<file path="src/rtl/first_channel_sync.sv">
// Frame aligner: finds a burst of MATCH_LEN marker beats, then labels the next NUM_CH beats as channels 0..NUM_CH-1.
// All outputs are registered one cycle after the accepted beat. Optional FCS_STATS_EN macro adds frame/lock-loss counters.
module first_channel_sync #(
  parameter int          DATA_W      = 24,
  parameter int          MATCH_LEN   = 4,
  parameter logic [7:0]  MARKER_A    = 8'hB8,
  parameter logic [7:0]  MARKER_B    = 8'hF8,
  parameter logic [7:0]  MARKER_MASK = 8'hFF,
  parameter int          NUM_CH      = 256,
  parameter int          MISS_LIMIT  = 2
) (
  input  logic                      clk,
  input  logic                      rst,
  input  logic                      in_valid,
  input  logic [DATA_W-1:0]         data_in,
  output logic                      out_valid,
  output logic [DATA_W-1:0]         data_out,
  output logic                      first_sample_pulse,
  output logic                      ch_valid,
  output logic [$clog2(NUM_CH)-1:0] ch_idx,
  output logic                      locked,
  output logic                      lock_lost_pulse
`ifdef FCS_STATS_EN
  ,
  output logic [15:0]               frame_cnt,
  output logic [15:0]               lock_loss_cnt
`endif
);

  localparam int CW = $clog2(NUM_CH);
  localparam int MW = $clog2(MISS_LIMIT + 1);

  localparam logic [1:0] S_SEARCH = 2'd0;
  localparam logic [1:0] S_DATA   = 2'd1;
  localparam logic [1:0] S_CHECK  = 2'd2;

  logic [1:0]        r_state, w_state_nx;
  logic [3:0]        r_run, w_run_nx;
  logic [CW-1:0]     r_ch_cnt, w_ch_nx;
  logic [MW-1:0]     r_miss, w_miss_nx;

  logic              r_out_valid, r_fsp, r_chv, r_lost;
  logic [DATA_W-1:0] r_data;
  logic [CW-1:0]     r_ch_idx;

  logic              w_fsp_nx, w_chv_nx, w_lost_nx;
  logic              w_mark, w_run_hit, w_miss_hit, w_last_ch;
  logic [3:0]        w_run_inc;
  logic [MW-1:0]     w_miss_inc;

  assign w_mark = ((data_in[7:0] & MARKER_MASK) == (MARKER_A & MARKER_MASK)) ||
                  ((data_in[7:0] & MARKER_MASK) == (MARKER_B & MARKER_MASK));

  assign w_run_inc  = r_run + 4'd1;
  assign w_run_hit  = (w_run_inc == 4'(MATCH_LEN));
  assign w_miss_inc = r_miss + 1'b1;
  assign w_miss_hit = (w_miss_inc == MW'(MISS_LIMIT));
  assign w_last_ch  = (r_ch_cnt == CW'(NUM_CH - 1));

  always_ff @(posedge clk) begin
    if (rst) begin
      r_state     <= S_SEARCH;
      r_run       <= '0;
      r_ch_cnt    <= '0;
      r_miss      <= '0;
      r_out_valid <= 1'b0;
      r_data      <= '0;
      r_fsp       <= 1'b0;
      r_chv       <= 1'b0;
      r_ch_idx    <= '0;
      r_lost      <= 1'b0;
    end else begin
      r_state     <= w_state_nx;
      r_run       <= w_run_nx;
      r_ch_cnt    <= w_ch_nx;
      r_miss      <= w_miss_nx;
      r_out_valid <= in_valid;
      r_fsp       <= w_fsp_nx;
      r_chv       <= w_chv_nx;
      r_lost      <= w_lost_nx;
      if (in_valid) r_data   <= data_in;
      if (w_chv_nx) r_ch_idx <= r_ch_cnt;
    end
  end

  // Idle cycles (in_valid=0) freeze every counter, so gaps never break a burst.
  always_comb begin
    w_state_nx = r_state;
    w_run_nx   = r_run;
    w_ch_nx    = r_ch_cnt;
    w_miss_nx  = r_miss;
    if (in_valid) begin
      case (r_state)
        S_SEARCH: begin
          if (!w_mark) begin
            w_run_nx = '0;
          end else if (w_run_hit) begin
            w_state_nx = S_DATA;
            w_run_nx   = '0;
            w_ch_nx    = '0;
          end else begin
            w_run_nx = w_run_inc;
          end
        end
        S_DATA: begin
          if (w_last_ch) begin
            w_state_nx = S_CHECK;
            w_run_nx   = '0;
            w_ch_nx    = '0;
          end else begin
            w_ch_nx = r_ch_cnt + 1'b1;
          end
        end
        S_CHECK: begin
          if (w_mark) begin
            if (w_run_hit) begin
              w_state_nx = S_DATA;
              w_run_nx   = '0;
              w_miss_nx  = '0;
              w_ch_nx    = '0;
            end else begin
              w_run_nx = w_run_inc;
            end
          end else begin
            w_run_nx = '0;
            if (w_miss_hit) begin
              w_state_nx = S_SEARCH;
              w_miss_nx  = '0;
            end else begin
              w_miss_nx = w_miss_inc;
            end
          end
        end
        default: begin
          w_state_nx = S_SEARCH;
          w_run_nx   = '0;
          w_ch_nx    = '0;
          w_miss_nx  = '0;
        end
      endcase
    end
  end

  always_comb begin
    w_fsp_nx  = 1'b0;
    w_chv_nx  = 1'b0;
    w_lost_nx = 1'b0;
    if (in_valid) begin
      w_fsp_nx  = w_mark && w_run_hit && (r_state == S_SEARCH || r_state == S_CHECK);
      w_chv_nx  = (r_state == S_DATA);
      w_lost_nx = (r_state == S_CHECK) && !w_mark && w_miss_hit;
    end
  end

  assign out_valid          = r_out_valid;
  assign data_out           = r_data;
  assign first_sample_pulse = r_fsp;
  assign ch_valid           = r_chv;
  assign ch_idx             = r_ch_idx;
  assign locked             = (r_state == S_DATA) || (r_state == S_CHECK);
  assign lock_lost_pulse    = r_lost;

`ifdef FCS_STATS_EN
  logic [15:0] r_frame_cnt, r_lock_loss_cnt;

  always_ff @(posedge clk) begin
    if (rst) begin
      r_frame_cnt     <= '0;
      r_lock_loss_cnt <= '0;
    end else begin
      if (w_fsp_nx && r_frame_cnt != 16'hFFFF)      r_frame_cnt     <= r_frame_cnt + 16'd1;
      if (w_lost_nx && r_lock_loss_cnt != 16'hFFFF) r_lock_loss_cnt <= r_lock_loss_cnt + 16'd1;
    end
  end

  assign frame_cnt     = r_frame_cnt;
  assign lock_loss_cnt = r_lock_loss_cnt;
`endif

endmodule

</file>
<file path="config.mk">
export PLATFORM = sky130hd
export DESIGN_NAME = first_channel_sync
export DESIGN_NICKNAME = d
export VERILOG_FILES = /design/src/rtl/first_channel_sync.sv
export SDC_FILE = /design/constraint.sdc
export NUM_CORES = 1
export LEC_CHECK = 0
export CORE_MARGIN = 10
export CORE_UTILIZATION = 30
export CTS_BUF_LIST = sky130_fd_sc_hd__clkbuf_8 sky130_fd_sc_hd__clkbuf_16
export CTS_CLUSTER_SIZE = 8
export DETAILED_ROUTE_END_ITERATION = 12
export DONT_BUFFER_PORTS = 1
export HOLD_SLACK_MARGIN = 0.15
export PLACE_DENSITY = 0.5
export SLEW_MARGIN = 25
export SYNTH_ARGS = -nofsm -noshare
export SYNTH_HDL_FRONTEND = slang
export SYNTH_SLANG_ARGS = --single-unit
</file>
<file path="constraint.sdc">
create_clock -name clk -period 4 [get_ports clk]
set_input_delay 0.8 -clock clk [delete_from_list [all_inputs] [get_ports clk]]
set_output_delay 0.8 -clock clk [all_outputs]
set_load 0.01 [all_outputs]
</file>
# After elaboration in Yosys (flattened, before gate mapping)
# Index checks and enable logic that the tools add are counted.
[totals] output_inout_bits=37 ff_bits=52 word_cells=63
[op_classes] muxes=19 reduce_logical=16 addsub=3 eq_ne=13 n_bitwise=2
[ops] operator="$eq A8 B8 Y1 const B" n=3
[ops] operator="$mux W8" n=3
[ops] operator="$mux W2" n=8
[ops] operator="$pmux W8 S2" n=1
[ops] operator="$mux W4" n=3
[ops] operator="$add A8 B1 Y8 const B" n=1
[ops] operator="$pmux W4 S2" n=1
[ops] operator="$ne A3 B3 Y1 const B" n=2
[ops] operator="$pmux W2 S3" n=1
[ops] operator="$reduce_and A3 Y1" n=2
[ops] operator="$reduce_or A2 Y1" n=3
[ops] operator="$add A4 B1 Y4 const B" n=1
[ops] operator="$eq A2 B2 Y1 const B" n=2
[ops] operator="$eq A4 B3 Y1 const B" n=1
[ops] operator="$logic_and A1 B1 Y1" n=4
[ops] operator="$ne A2 B1 Y1 const B" n=2
[ops] operator="$ne A2 B2 Y1 const B" n=2
[ops] operator="$pmux W2 S2" n=1
[ops] operator="$reduce_and A4 Y1" n=1
[ops] operator="$logic_or A1 B1 Y1" n=3
[ops] operator="$add A2 B1 Y2 const B" n=1
[ops] operator="$eq A2 B1 Y1 const B" n=1
[ops] operator="$logic_not A2 Y1" n=1
[ops] operator="$not A1 Y1" n=2
[ops] operator="3 further kinds" n=3

# Depth between registers and ports, before layout
# Gate-level depths: netlist of the first run.
[depth] depth_word=5 ltp_mapped=7 depth_no_buf=7

# Worst setup path after synthesis of the first run
# OpenSTA, ideal clock, no wires.
[synth_path] path_type="in2reg" startpoint="input data_in[0]" endpoint="register r_ch_cnt[0]" path_buffers=1 cell_stages=6 arrival_time_ns=1.943 path_slack_ns=1.990 required_time_ns=3.933 path_cell_list="nor3_2 and2_1 buf_2 a31oi_2 or3_1 a21oi_2"
[synth_via] elab_chain_len=4
[synth_lines] element="from (decl)" line="15" rtl="input logic [DATA_W-1:0] data_in,"
[synth_lines] element="$eq A8 B8 Y1, on equally long branches" line="51, 52"
[synth_lines] element="$logic_or A1 B1 Y1 *" line="51" rtl="assign w_mark = ((data_in[7:0] & MARKER_MASK) == (MARKER_A & MARKER_MASK)) ||"
[synth_lines] element="$ne A2 B1 Y1 (no source line) *"
[synth_lines] element="$reduce_and A3 Y1 (no source line) *"
[synth_lines] element="to (signal assigned)" line="75" rtl="r_ch_cnt <= w_ch_nx;"
[synth_lines] element="to (decl)" line="39" rtl="logic [CW-1:0] r_ch_cnt, w_ch_nx;"
# Mark *: on every way between the ends. The rest lies on a longest branch, timed or not.
# A chain may end at the register's enable or synchronous reset.

# Final worst setup path of the first run
[layout_path] startpoint="register r_run[0]" endpoint="register r_ch_cnt[0]"
[layout_via] elab_chain_len=4
[layout_lines] element="from (decl)" line="38" rtl="logic [3:0] r_run, w_run_nx;"
[layout_lines] element="from (signal assigned)" line="74" rtl="r_run <= w_run_nx;"
[layout_lines] element="$add A4 B1 Y4" line="54" rtl="assign w_run_inc = r_run + 4'd1;"
[layout_lines] element="$eq A4 B3 Y1" line="55" rtl="assign w_run_hit = (w_run_inc == 4'(MATCH_LEN));"
[layout_lines] element="$ne A2 B1 Y1 (no source line)"
[layout_lines] element="$reduce_and A3 Y1 (no source line)"
# No other way between the ends.

==> qor.txt, run 1 <==
Switch Pwr: 0.214 mW
Vias in the first global route: 1,798
Share of async-settable or async-resettable flops after synthesis: 0
Setup Crit Path Kind: reg -> reg
Initial antenna violation count: 0
Routed len/inst: 15.9 µm
Global route overflow: 0
DRT antenna net count: 0
IO Count: 64
Post_cts resized: 0
CP top delay family: simple AND/OR/NAND/NOR gates
Most frequent cells in the layout: dfxtp_1, nor2_1, mux2i_1
P per Cell Area: 361 nW/µm²
Clock power frac: 0.348
CP required: 4.26 ns
Area grow syn2layout: 7.19%
Worst setup SP type: flop
Clock sink count: 52
CP endpoint: r_ch_cnt[0]
Setup repair after global routing missed its margin: no
Worst Hold Class: reg -> reg
Antenna diodes: 0
Comb pwr share: 0.032
Fin. Hold Viols: 0
Mapped Area: 2300 µm²
Reg2Reg Setup Slack: 1.92 ns
Yosys warns: 0
Vias/cell: 5.14
CP arrival: 2.34 ns
Global-route wire length before repair: 9180 µm
Max Slew Vio Count: 0
DP HPWL: 3920 µm
Sw Share: 0.241
Status: completed
Maximum clock insertion buffer count: 2
Post-synth top flop: dfxtp_1
Avg Inst Size Synth: 9.15 µm²
Unique masters post-synth: 46
CP Depth: 6
Clock Skew: 0.0142 ns
DRC violations left: 0
Clock Latency Late Sink: 0.31 ns
Number of synthesized register bits: 52
Hold buffers post-CTS: 0
Leading cell type in the layout, fill and taps excluded: dfxtp_1
Delay of the slowest cell on the worst path: 0.45 ns
All-layer global routing usage: 0.0960
Share of cells above drive strength 1: 0.0769
Cell Int Power: 0.673 mW
H-Tree Depth: 2
CTS tree: done
Syn_nets: 285
DR vias: 1,777
Worst Max-Slew Pin Slew: 0.717 ns
Crit path cell chain: ha_1, nor3b_1, a41o_1, a31oi_2, or3_1, a21oi_2
Crit path from: r_run[0]
Setup crit end kind: flop
Cts bufs inserted: 5
Fmax: 0.480 GHz
Endpoints failing setup: 0
Detailed Route WL: 5500 µm
Placer Congestion: 0.782
Iteration-0 DRC Markers: 132
Layout net count: 280
CTS clk-pin slew, worst paths: 0.10 ns
Setup_tns: 0 ns
FF-to-FF Start: r_run[0]
Largest net degree at the start of global routing: 51
Worst IR Drop VDD: 157 µV
Starting Density: 0.313
Worst Reg-to-Reg Cells: 6
Post-CTS Setup Bufs: 0
Die Y: 107 µm
CP max FO: 8
Final Cycle Share: 0.521
Synth Instances: 251
Clock Tree Root: clkbuf_8
Relative slew margins: 0.522
Maxcap violations: 0
Share of power burned in registers: 0.620
Port Buffers: 0
Worst r2r dst: r_ch_cnt[0]
Worst path bufs/invs: 0
Leakage: 0.927 nW
Rows: 31
Die ar.: 11,600 µm²
Die width: 107 µm
Detailed Routing Iterations Pass 1: 4
Core area: 7330 µm²
Seq/Total Area, Yosys: 0.453
Fin crit period: 2.08 ns
Post-synth EDFFs: 0
Post-layout util: 0.336
Slowest cell on the critical path: dfxtp_1
[worst min path at each step]
stage                     cells after the start  slack [ns]         to       from
after floorplan                               2        0.41  r_miss[1]  r_miss[1]
after global routing                          2        0.49  r_miss[1]  r_miss[1]
after CTS                                     2        0.44  r_miss[1]  r_miss[1]
after detailed placement                      2        0.42  r_miss[1]  r_miss[1]
after global placement                        2        0.42  r_miss[1]  r_miss[1]
final                                         2        0.43  r_miss[1]  r_miss[1]
[flip-flops by register name, summed over array words and instances (netlist names)]
signal,cells
ch_idx,8
ch_valid,1
data_out,24
first_sample_pulse,1
lock_lost_pulse,1
out_valid,1
r_ch_cnt,8
r_miss,2
r_run,4
r_state,2
[power by group through the flow]
| stage | logic (mW) | registers (mW) | clock network, mW |
|---|---|---|---|
| floorplan | 0.0379 | 0.558 | 0 |
| global placement | 0.0281 | 0.563 | 0 |
| detailed placement | 0.0294 | 0.562 | 0 |
| CTS | 0.0290 | 0.551 | 0.328 |
| global route | 0.0330 | 0.553 | 0.341 |
| finish | 0.0283 | 0.550 | 0.309 |
[worst reg2reg max path: cells and delay by family, from the launching register on]
kind                       cells  cell delay [ns]
DFF                            1             0.45
adders and majority gates      1             0.29
and+or+nand+nor                2             0.80
AOI/OAI and AO/OA              3             0.50
[stage by stage]
stage | std cells | total power, mW | hold slack (ns) | area (µm²) | worst slack [ns]
after floorplan | 251 | 0.596 | 0.407 | 2300 | 1.99
after global placement | 338 | 0.591 | 0.419 | 2370 | 1.83
after detailed placement | 338 | 0.592 | 0.422 | 2370 | 1.77
after CTS | 346 | 0.908 | 0.436 | 2460 | 1.92
after global routing | 346 | 0.928 | 0.492 | 2460 | 1.73
final | 346 | 0.887 | 0.433 | 2460 | 1.92
[final cells by class]
| class | count | area (µm²) |
|---|---|---|
| inverter | 7 | 26.3 |
| multi-input combinational | 180 | 1180 |
| sequential | 52 | 1040 |
| clock inverter | 3 | 21.3 |
| fill | 772 | 4870 |
| tap | 99 | 124 |
| clock buffer | 5 | 68.8 |
[cell usage after synthesis, types with 3 or more instances]
cell type / n / share of area
mux2i_1: 24 / 0.10
ha_1: 7 / 0.038
o21ai_0: 6 / 0.013
or3_1: 3 / 0.0082
nor2b_1: 3 / 0.0082
and2_1: 5 / 0.014
nand3_1: 17 / 0.037
nor2_1: 28 / 0.046
a21oi_1: 19 / 0.041
buf_2: 3 / 0.0065
clkbuf_1: 7 / 0.011
nand4b_1: 3 / 0.011
nor3b_1: 4 / 0.013
nand2_1: 19 / 0.031
nand4_1: 3 / 0.0082
inv_1: 7 / 0.011
dfxtp_1: 52 / 0.45
and3_1: 4 / 0.011
[per-layer routing]
metal	wire, µm	GRT usage	up-vias
met4	66	0.0344	0
met3	677	0.0485	5
met2	2200	0.135	73
li1	-	-	882
met5	0	0	-
met1	2550	0.122	817
[kinds of logic after synthesis]
kind of cell | count (synthesis) | share of synthesized area
flops | 52 | 0.453
fa+ha+maj | 7 | 0.0381
buf+inv | 19 | 0.0327
simple gates | 103 | 0.240
mux | 24 | 0.105
compound gates | 46 | 0.131
(Power assumes the default switching activity.)
==> inputs of run 2 (changes only) <==
--- a/config.mk
+++ b/config.mk
@@ -12,7 +12,7 @@
 export DETAILED_ROUTE_END_ITERATION = 12
 export DONT_BUFFER_PORTS = 1
 export HOLD_SLACK_MARGIN = 0.15
-export PLACE_DENSITY = 0.5
+export PLACE_DENSITY = 0.51
 export SLEW_MARGIN = 25
 export SYNTH_ARGS = -nofsm -noshare
 export SYNTH_HDL_FRONTEND = slang
==> constraint.sdc (replaced) <==
create_clock -name clk -period 1.7 [get_ports clk]
set_input_delay 0.34 -clock clk [delete_from_list [all_inputs] [get_ports clk]]
set_output_delay 0.34 -clock clk [all_outputs]
set_load 0.01 [all_outputs]
==> run 2 against run 1 <==
Global-route usage increased by 0.79 points. Clock power increased by 130%. Sequential share of layout area decreased by 4.0 points. Highest routed layer unchanged. Utilization increased by 3.8 points. Via count increased by 5.9%. Register-to-register slack got worse by 1.9 ns. Non-clock buffer count increased by 27. Sequential power increased by 130%. Wire length increased by 8.6%. First-iteration DRC count decreased by 45%. Cell area increased by 11%.
==> qor.txt, run 2 (synthesis results as in run 1) <==
Setup crit end kind: flop (unchanged)
Largest net degree at the start of global routing: 46 (was 51)
Share of cells above drive strength 1: 0.201 (was 0.0769)
Worst Hold Path Cells: 2 (unchanged)
CP arrival: 1.95 ns (was 2.34 ns)
Antenna diodes: 0 (unchanged)
Maximum clock insertion buffer count: 2 (unchanged)
CTS clk-pin slew, worst paths: 0.10 ns (about the same)
Slowest cell on the critical path: dfxtp_4 (was dfxtp_1)
Clock Latency Late Sink: 0.31 ns (about the same)
Detailed Routing Iterations Pass 1: 4 (unchanged)
Endpoints failing setup: 0 (unchanged)
Maxcap violations: 0 (unchanged)
Placer Congestion: 0.755 (was 0.782)
Hold Path Origin: in_valid (was r_miss[1])
Max Slew Vio Count: 0 (unchanged)
Fin. Hold Viols: 0 (unchanged)
CP required: 1.95 ns (was 4.26 ns)
Leading cell type in the layout, fill and taps excluded: dfxtp_1 (unchanged)
Final Cycle Share: 0.998 (was 0.521)
Setup_tns: 0 ns (unchanged)
Worst path bufs/invs: 1 (was 0)
Fmax: 0.589 GHz (was 0.480 GHz)
Die ar.: 11,600 µm² (unchanged)
Detailed Route WL: 5970 µm (was 5500 µm)
Max reg flops: 24 (unchanged)
All-layer global routing usage: 0.104 (was 0.0960)
FF-to-FF Start: r_run[0] (unchanged)
Crit path cell chain: ha_4, nor4b_4, buf_4, a31oi_4, or3_1, a21oi_2 (was ha_1, nor3b_1, a41o_1, a31oi_2, or3_1, a21oi_2)
Worst IR Drop VDD: 371 µV (was 157 µV)
Status: completed (unchanged)
Global-route wire length before repair: 9880 µm (was 9180 µm)
Starting Density: 0.313 (unchanged)
Clock Tree Root: clkbuf_8 (unchanged)
Most frequent cells in the layout: dfxtp_1, nor2_1, buf_4 (was dfxtp_1, nor2_1, mux2i_1)
Vias in the first global route: 1,938 (was 1,798)
P per Cell Area: 763 nW/µm² (was 361 nW/µm²)
DRC violations left: 0 (unchanged)
Global route overflow: 0 (unchanged)
Clock Skew: 0.00735 ns (was 0.0142 ns)
Die Y: 107 µm (unchanged)
Worst Max-Slew Pin Slew: 0.292 ns (was 0.717 ns)
Fin crit period: 1.70 ns (was 2.08 ns)
CP top delay family: simple AND/OR/NAND/NOR gates (unchanged)
DP HPWL: 4140 µm (was 3920 µm)
Setup repair after global routing missed its margin: yes (was no)
Area grow syn2layout: 19.3% (was 7.19%)
PnR worst setup slack: 0.00330 ns (was 1.92 ns)
Delay of the slowest cell on the worst path: 0.38 ns (was 0.45 ns)
Worst setup SP type: flop (unchanged)
Core area: 7330 µm² (unchanged)
Relative slew margins: 0.805 (was 0.522)
DR vias: 1,882 (was 1,777)
Worst Hold Class: in -> reg (was reg -> reg)
Vias/cell: 5.05 (was 5.14)
CTS tree: done (unchanged)
IO Count: 64 (unchanged)
Leakage: 1.08 nW (was 0.927 nW)
Cts bufs inserted: 5 (unchanged)
DRT antenna net count: 0 (unchanged)
H-Tree Depth: 2 (unchanged)
Port Buffers: 0 (unchanged)
Worst Reg-to-Reg Cells: 6 (unchanged)
Die width: 107 µm (unchanged)
Layout net count: 307 (was 280)
Worst slack at placement: -0.102 ns (was 1.77 ns)
Setup Crit Path Kind: reg -> reg (unchanged)
Iteration-0 DRC Markers: 73 (was 132)
CP Depth: 6 (unchanged)
Initial antenna violation count: 0 (unchanged)
CP max FO: 8 (unchanged)
Clock sink count: 52 (unchanged)
Rows: 31 (unchanged)
Routed len/inst: 16.0 µm (was 15.9 µm)
Crit path from: r_run[0] (unchanged)
## run 2: changes by cell type in the layout (fill, tap and decap cells not counted), moves of 2 or more
cell     delta
dfxtp_2     +4
ha_2        +2
ha_1        -4
dfxtp_1     -5
ha_4        +2
buf_4      +26
inv_1       +2
## run 2: layer usage
metal | global-route usage | vias to the layer above | routed length [µm]
met1 | 0.126 | 876 | 2690
li1 | - | 934 | -
met5 | 0 | - | 0
met2 | 0.152 | 67 | 2420
met3 | 0.0635 | 5 | 787
met4 | 0.0258 | 0 | 62
## run 2: report_power, final
group	switching, mW	internal [mW]	leakage (nW)
Clock	0.420	0.284	0.0507
Sequential	0.0416	1.25	0.427
Combinational	0.0477	0.0461	0.598
## run 2: cell type report
type	count	area, µm²
flip-flops and latches	52	1050
repair buffers	27	215
multi-input cells	180	1240
well taps	99	124
clock inverters	3	16.3
clock buffers	5	68.8
fillers	739	4590
inverters	7	26.3
## run 2: stage by stage
step	total power, mW	utilization	hold WS, ns	std cells	instance area (µm²)
after floorplan	1.40	-	0.407	251	2310
after global placement	1.39	0.350	0.410	362	2560
after detailed placement	1.40	0.350	0.411	362	2560
after CTS	2.13	0.367	0.173	372	2690
after global routing	2.19	0.374	0.172	373	2740
final	2.09	0.374	0.173	373	2740
## run 2: final timing paths
| check | end | slack (ns) |
|---|---|---|
| setup / recovery | r_ch_cnt[0] | 0.003 |
| hold / removal | ch_idx[3] | 0.17 |
| setup reg to reg | r_ch_cnt[0] | 0.003 |
| hold reg to reg | r_miss[1] | 0.43 |
## run 2: timing repair
item	in CTS	in global routing
gates resized for setup	6	10
hold buffers	1	0
endpoints found under the hold margin	45	0
buffers inserted	1	1
pin swaps	1	5
endpoints found under the setup margin	9	20
